### src/rtl/gon_y_collector.sv
// Y-bus scan sequencer: walks a (row tag, column id) window, re-issues each request until the
// addressed PE answers, and buffers results in a first-word fall-through output FIFO.
module gon_y_collector #(
    parameter int unsigned ID_LEN     = 5,
    parameter int unsigned ROW_LEN    = 4,
    parameter int unsigned VALUE_LEN  = 32,
    parameter int unsigned FIFO_DEPTH = 4
) (
    input  logic                    clk,
    input  logic                    rst,
    input  logic                    start,
    input  logic [ROW_LEN-1:0]      row_start,
    input  logic [ROW_LEN:0]        row_num,
    input  logic [ID_LEN:0]         col_num,
    output logic [ROW_LEN+ID_LEN:0] ready_tag,
    input  logic [VALUE_LEN:0]      enable_value,
    output logic                    out_valid,
    input  logic                    out_ready,
    output logic [VALUE_LEN-1:0]    out_data,
    output logic [ROW_LEN-1:0]      out_row,
    output logic [ID_LEN-1:0]       out_col,
    output logic                    busy,
    output logic                    done
);

    localparam int unsigned PtrW   = $clog2(FIFO_DEPTH);
    localparam int unsigned EntryW = ROW_LEN + ID_LEN + VALUE_LEN;

    typedef enum logic [1:0] {StIdle, StIssue, StDrain, StDone} state_e;

    state_e              state_q;
    logic [ROW_LEN-1:0]  row_start_q;
    logic [ROW_LEN:0]    row_num_q;
    logic [ID_LEN:0]     col_num_q;
    logic [ROW_LEN:0]    r_q;
    logic [ID_LEN:0]     c_q;

    logic [EntryW-1:0]   mem [FIFO_DEPTH];
    logic [PtrW-1:0]     wptr_q;
    logic [PtrW-1:0]     rptr_q;
    logic [PtrW:0]       count_q;

    logic                fifo_full;
    logic                fifo_empty;
    logic                ready;
    logic                push;
    logic                pop;
    logic                last_col;
    logic                last_row;
    logic [ROW_LEN-1:0]  cur_row;
    logic [EntryW-1:0]   head;

    // Full is judged on the registered count, so a same-cycle pop never re-opens ready.
    assign fifo_full  = (count_q == (PtrW+1)'(FIFO_DEPTH));
    assign fifo_empty = (count_q == '0);
    assign ready      = (state_q == StIssue) && !fifo_full;
    assign push       = ready && enable_value[VALUE_LEN];
    assign pop        = !fifo_empty && out_ready;

    assign last_col = (c_q == col_num_q - (ID_LEN+1)'(1));
    assign last_row = (r_q == row_num_q - (ROW_LEN+1)'(1));
    assign cur_row  = row_start_q + r_q[ROW_LEN-1:0];

    always_comb begin
        ready_tag = '0;
        if (state_q == StIssue) begin
            ready_tag = {ready, cur_row, c_q[ID_LEN-1:0]};
        end
    end

    assign busy = (state_q != StIdle);
    assign done = (state_q == StDone);

    always_ff @(posedge clk or negedge rst) begin
        if (!rst) begin
            state_q     <= StIdle;
            row_start_q <= '0;
            row_num_q   <= '0;
            col_num_q   <= '0;
            r_q         <= '0;
            c_q         <= '0;
        end else begin
            unique case (state_q)
                StIdle: begin
                    if (start) begin
                        row_start_q <= row_start;
                        row_num_q   <= row_num;
                        col_num_q   <= col_num;
                        r_q         <= '0;
                        c_q         <= '0;
                        state_q     <= ((row_num == '0) || (col_num == '0)) ? StDone : StIssue;
                    end
                end
                StIssue: begin
                    if (push) begin
                        if (last_col) begin
                            c_q <= '0;
                            r_q <= r_q + (ROW_LEN+1)'(1);
                            if (last_row) begin
                                state_q <= StDrain;
                            end
                        end else begin
                            c_q <= c_q + (ID_LEN+1)'(1);
                        end
                    end
                end
                StDrain: begin
                    if (fifo_empty) begin
                        state_q <= StDone;
                    end
                end
                StDone: begin
                    state_q <= StIdle;
                end
                default: begin
                    state_q <= StIdle;
                end
            endcase
        end
    end

    // Storage needs no reset: the head is masked whenever the FIFO is empty.
    always_ff @(posedge clk) begin
        if (push) begin
            mem[wptr_q] <= {cur_row, c_q[ID_LEN-1:0], enable_value[VALUE_LEN-1:0]};
        end
    end

    always_ff @(posedge clk or negedge rst) begin
        if (!rst) begin
            wptr_q  <= '0;
            rptr_q  <= '0;
            count_q <= '0;
        end else begin
            if (push) begin
                wptr_q <= wptr_q + PtrW'(1);
            end
            if (pop) begin
                rptr_q <= rptr_q + PtrW'(1);
            end
            unique case ({push, pop})
                2'b10:   count_q <= count_q + (PtrW+1)'(1);
                2'b01:   count_q <= count_q - (PtrW+1)'(1);
                default: count_q <= count_q;
            endcase
        end
    end

    assign head      = mem[rptr_q];
    assign out_valid = !fifo_empty;
    assign out_data  = fifo_empty ? '0 : head[VALUE_LEN-1:0];
    assign out_col   = fifo_empty ? '0 : head[VALUE_LEN +: ID_LEN];
    assign out_row   = fifo_empty ? '0 : head[VALUE_LEN+ID_LEN +: ROW_LEN];

endmodule

### config.mk
export PLATFORM = sky130hd
export DESIGN_NAME = gon_y_collector
export DESIGN_NICKNAME = d
export VERILOG_FILES = /design/src/rtl/gon_y_collector.sv
export SDC_FILE = /design/constraint.sdc
export NUM_CORES = 1
export LEC_CHECK = 0
export ABC_CLOCK_PERIOD_IN_PS = 5150
export BUFFER_PORTS_ARGS = -buffer_cell sky130_fd_sc_hd__buf_4
export CAP_MARGIN = 10
export CORE_MARGIN = 2
export CORE_UTILIZATION = 60
export DETAILED_ROUTE_END_ITERATION = 6
export PLACE_DENSITY = 0.82
export SLEW_MARGIN = 5
export SYNTH_ARGS = -nofsm -noshare
export SYNTH_HDL_FRONTEND = slang
export SYNTH_SLANG_ARGS = --single-unit
### constraint.sdc
create_clock -name clk -period 5.15 [get_ports clk]
set_clock_uncertainty 0.15 [all_clocks]
set_input_delay 0.2575 -clock clk [delete_from_list [all_inputs] [get_ports clk]]
set_output_delay 0.2575 -clock clk [all_outputs]
set_load 0.05 [all_outputs]
Yosys cells after proc, flatten, opt, wreduce, memory -nomap -nowiden --
Memories as Yosys holds them, arrays and structs flattened. Cells that the tools add are included.
Word-level totals: register bits 35, RAM bits 164, memories kept 1
Memories:
- mem | depth 4, width 41, rd ports 1, clocked after memory_dff 0, wr ports 1, line 38 | logic [EntryW-1:0] mem [FIFO_DEPTH];
Cells by class: $add $sub $neg 9, eq/ne operators 13, muxes and demuxes 22, reduce and logical (&&, ||, !) cells 17
Operator list (number):
- $mux W32 | 1
- $mux W5 | 4
- $mux W6 | 3
- $mux W2 | 6
- $pmux W6 S2 | 1
- $mux W10 | 1
- $ne A2 B2 Y1 const B | 5
- $pmux W5 S2 | 1
- $pmux W2 S4 | 1
- $add A6 B1 Y6 const B | 1
- $eq A2 B2 Y1 const B | 3
- $eq A6 B6 Y1 | 1
- $logic_not A6 Y1 | 1
- $pmux W3 S2 | 1
- $reduce_bool A2 Y1 | 3
- $sub A6 B1 Y6 const B | 1
- $add A5 B1 Y5 const B | 1
- $eq A5 B5 Y1 | 1
- $logic_not A5 Y1 | 1
- $reduce_and A5 Y1 | 1
- $sub A5 B1 Y5 const B | 1
- $add A2 B1 Y2 const B | 2
- $add A4 B4 Y4 | 1
- $eq A2 B1 Y1 const B | 2
- 13 further kinds | 17

Depth between registers and ports, before layout --
depth after elaboration 6, depth in mapped cells 11, depth with buffers taken out 10

Least setup slack after synthesis --
Ideal clock, no wire load.
kind register to register, start point reg state_q[1], end point mem mem[0][0] (netlist bit) (enable), data arrival time 2082 ps, required time 4598 ps, slack 2516 ps, cell stages (with the launch flop) 6, path buffers 1, period minus slack after synthesis 2634 ps, path through dfrtp_1 inv_1 ha_1 and3_1 clkbuf_1 and2_1
On the way: cells in the longest elaborated chain, start to end 5
Ends and longest elaborated chain:
- from (decl) | line 31 | state_e state_q;
- from (signal assigned) | line 76 | state_q <= StIdle;
- from (signal assigned) | line 91 | state_q <= ((row_num == '0) || (col_num == '0)) ? StDone : StIssue;
- from (signal assigned) | line 100 | state_q <= StDrain;
- $eq A2 B1 Y1 | line 56 | assign ready = (state_q == StIssue) && !fifo_full;
- $logic_and A1 B1 Y1 | line 56
- $logic_and A1 B1 Y1 | line 57 | assign push = ready && enable_value[VALUE_LEN];
- $mux W1 | line 124 | if (push) begin
- $mux W1 (implied by the code) | line 125 | mem[wptr_q] <= {cur_row, c_q[ID_LEN-1:0], enable_value[VALUE_LEN-1:0]};
- to (decl) | line 38
No other way between the ends.

Final worst setup path --
start point reg rptr_q[0], end point out out_data[20]
On the way: cells in the longest elaborated chain, start to end 2
Ends and longest elaborated chain:
- from (decl) | line 40 | logic [PtrW-1:0] rptr_q;
- from (signal assigned) | line 139 | rptr_q <= rptr_q + PtrW'(1);
- $mem_v2 Z4 W41
- $mux W32 | line 151 | assign out_data = fifo_empty ? '0 : head[VALUE_LEN-1:0];
- to (decl) | line 19 | output logic [VALUE_LEN-1:0] out_data,
No other way between the ends.

==> impl_metrics.py <==
metrics = {
    "logic_synthesis": {
        "ys_warn_count": 0,
        "yosys-top-cells-area": "edfxtp_1 (59%), mux4_2 (11%), dfrtp_1 (10%)",
        "ys_seq_area_frac": 0.693,
        "ys_ff_latch": 199,
        "synth_top_area_frac": 0.588,
        "avgSynthCellArea_um2": 17.4,
        "syn_inst": 481,
        "syn-cell-area_um2": 8370,
        "async_reset_ff_frac": 0.176,
        "synth_nets": 551,
        "synth-edff-count": 164,
        "yosysUniqueCellTypes": 42,
        "synth_ff_type": "edfxtp_1",
        "yosys.area.top_type": "edfxtp_1",
    },
    "floorplanning": {
        "die_w_um": 122,
        "die_h_um": 122,
        "dieArea_um2": 14900,
        "start_util": 0.608,
        "coreArea_um2": 13800,
        "num_rows": 43,
        "ioPinCount": 106,
    },
    "power": {
        "p_switching_mw": 2.65,
        "p_total_mw": 6.50,
        "sw_frac_of_total": 0.408,
        "p_comb_frac": 0.450,
        "pwr-share-clk": 0.188,
        "intPower_mw": 3.85,
        "cellPowerDensity_nw_per_um2": 628,
        "ir_worst_vdd_v": 0.000334,
        "cellLeakagePower_nw": 3.83,
        "p_seq_frac": 0.361,
    },
    "min_path": {
        "hp-start": "out_ready",
        "min_path_type": "input port to flop",
        "hold_path_depth": 3,
    },
    "global_routing": {
        "grt_max_degree": 45,
        "grt_overflow": 0,
        "grt_pass1_wl_um": 26000,
        "grt.total_usage": 0.236,
        "antenna_found_initial": 0,
        "grt_pass1_vias": 5025,
    },
    "flow_run": {
        "drv_cap": 0,
    },
    "critical_path": {
        "startpoint_type": "flop",
        "cp_data_required_time_ps": 4740,
        "reg2reg_depth": 4,
        "cpPeakStageDelay_ps": 1020,
        "reg2reg_slack_ps": 2300,
        "end_kind": "output port",
        "crit_slowest_cell": "dfrtp_2",
        "setup.worst_path.start": "rptr_q[0]$_DFFE_PN0P_",
        "r2r-end": "mem[1][28]$_DFFE_PP_",
        "cp_data_arrival_time_ps": 2760,
        "critical_path_peak_fanout": 30,
        "r2r_start": "state_q[1]$_DFFE_PN0P_",
        "worstPathCellList": "buf_4 -> mux4_2 -> and2_1 -> buf_4",
        "crit_top_cell": "buf_4",
        "crit_type": "flop to output port",
        "crit_path_end": "out_data[20]",
    },
    "cts": {
        "cts_buffers": 17,
        "clkSlewWorstSetupHoldPaths_ps": 60,
        "clk_latency_ps": 430,
        "cts.sinks": 199,
        "cts_htree_levels": 4,
        "cts_buffer_depth": 2,
        "cts_root_buffer": "clkbuf_16",
        "cts_tree": "built",
    },
    "route": {
        "drtPass1Iterations": 5,
        "drc": 0,
        "vias_per_cell": 5.68,
        "via_count": 4709,
        "drtAntennaViolNets": 0,
        "wl_per_cell_um": 20.1,
        "initialDrtViolationCount": 493,
        "wl_um": 16700,
    },
    "timing": {
        "post-route-min-period_ps": 3170,
        "worst_pin_slew_ps": 1130,
        "relSlewSlack": 0.245,
        "slew_violations": 0,
        "finalSetupTns_ps": 0,
        "setup_viol": 0,
        "rsz0062_at_grt": "no",
        "max_freq_mhz": 316,
        "timing.final.crit_share": 0.615,
        "hold_ws_ps": 77.7,
        "final_hold_viol_count": 0,
    },
    "cells_and_area": {
        "final_nets": 706,
        "antennaDiodeCount": 0,
        "drive_above_1_share": 0.310,
        "area_growth_pct": 23.7,
        "nFillCells": 817,
    },
    "place": {
        "hpwl_um": 10100,
        "io_buffers": 105,
        "place_congestion": 0.854,
    },
    "status": {
        "status": "completed",
    },
}
==> through the flow <==
step / instance area (µm²) / util / std cells / worst slack (ps)
after floorplan: 8370 / - / 481 / 2520
after global placement: 9330 / 0.678 / 749 / 2380
after detailed placement: 9330 / 0.678 / 749 / 2280
after CTS: 10400 / 0.752 / 829 / 1870
after global routing: 10400 / 0.752 / 829 / 1720
final: 10400 / 0.752 / 829 / 1980
==> area by class of cell <==
class                      instances  area (µm²)  area share
sequential                       199        5800       0.560
multi-input combinational        244        2430       0.235
timing repair buffer             155        1280       0.124
clock buffer                      21         440      0.0425
tap                              180         225      0.0217
clock inverter                    11         101     0.00979
inverter                          19        71.3     0.00689
==> power groups by stage <==
stage               clock network, mW  registers [mW]  logic [mW]
floorplan                           0            2.19        2.27
global placement                    0            2.36        2.82
detailed placement                  0            2.39        2.89
CTS                              1.24            2.36        2.94
global route                     1.29            2.40        3.10
finish                           1.22            2.35        2.93
==> sequential cells by signal, indices dropped and copies added, names as in the netlist <==
signal	count
mem	164
rptr_q	2
row_start_q	4
row_num_q	5
col_num_q	6
state_q	2
wptr_q	2
count_q	3
c_q	6
r_q	5
==> layer usage <==
metal,wire length [µm],share of wire,track usage,vias up
li1,-,-,-,2151
met1,6770,0.41,0.302,2372
met2,8790,0.53,0.410,154
met3,744,0.045,0.0431,32
met4,370,0.022,0.0848,0
met5,0,0,0,-
==> critical path, delay by kind of cell (launching register included) <==
family	cells	cell delay, ps
multiplexers	1	530
buffers and inverters	2	590
flip-flops	1	1020
AND/OR/NAND/NOR	1	170
==> how the worst min path moves through the flow <==
stage and to:
2_1_floorplan c_q[0]$_DFFE_PN0P_, 3_3_place_gp col_num_q[3]$_DFFE_PN0P_, 3_5_place_dp col_num_q[4]$_DFFE_PN0P_, 4_1_cts rptr_q[0]$_DFFE_PN0P_, 5_1_grt rptr_q[0]$_DFFE_PN0P_, 6_report rptr_q[0]$_DFFE_PN0P_
==> cell usage in the layout, fill, tap and decap left out, types with 5 or more instances in the layout <==
| cell | n |
|---|---|
| dfrtp_1 | 33 |
| and2_1 | 50 |
| nor2_1 | 8 |
| dlygate4sd3_1 | 48 |
| xnor2_1 | 9 |
| ha_1 | 16 |
| nor3_1 | 5 |
| edfxtp_1 | 164 |
| mux4_2 | 41 |
| mux2_2 | 15 |
| nand2_1 | 16 |
| o21ai_0 | 11 |
| buf_4 | 107 |
| a21oi_1 | 7 |
| xor2_1 | 12 |
| nand3_1 | 9 |
| clkbuf_16 | 17 |
| inv_1 | 19 |
==> cells by family (layout without fill, tap and decap cells) <==
group,count (synthesis),in the layout,synth area share
flip-flops,199,199,0.693
AND/OR/NAND/NOR,110,110,0.0759
multiplexers,60,60,0.135
buffers and inverters,38,206,0.0176
AO/OA/AOI/OAI,35,35,0.0279
XOR/XNOR,21,21,0.0220
adder cells (fa/ha/maj),18,18,0.0287
==> timing repair <==
item,in CTS,in global routing
gates resized for setup,0,0
buffers inserted,0,0
endpoints found under the setup margin,0,0
hold buffers,48,0
hold endpoints to repair,178,0
==> Yosys cell counts, types with 2 or more instances <==
cell type  number
edfxtp_1      164
and2_1         54
mux4_2         41
dfrtp_1        35
inv_1          19
ha_1           16
nand2_1        16
clkbuf_1       15
mux2_2         15
xor2_1         12
o21ai_0        11
nand3_1         9
xnor2_1         9
nor2_1          8
a21oi_1         7
nor3_1          5
buf_2           4
mux2i_1         4
nand2b_1        4
o211ai_1        3
or3_1           3
a21o_1          2
a311oi_1        2
fa_1            2
nand4_1         2
nor2b_1         2
o22ai_1         2
Note: power is estimated with default switching activity, not from simulation.
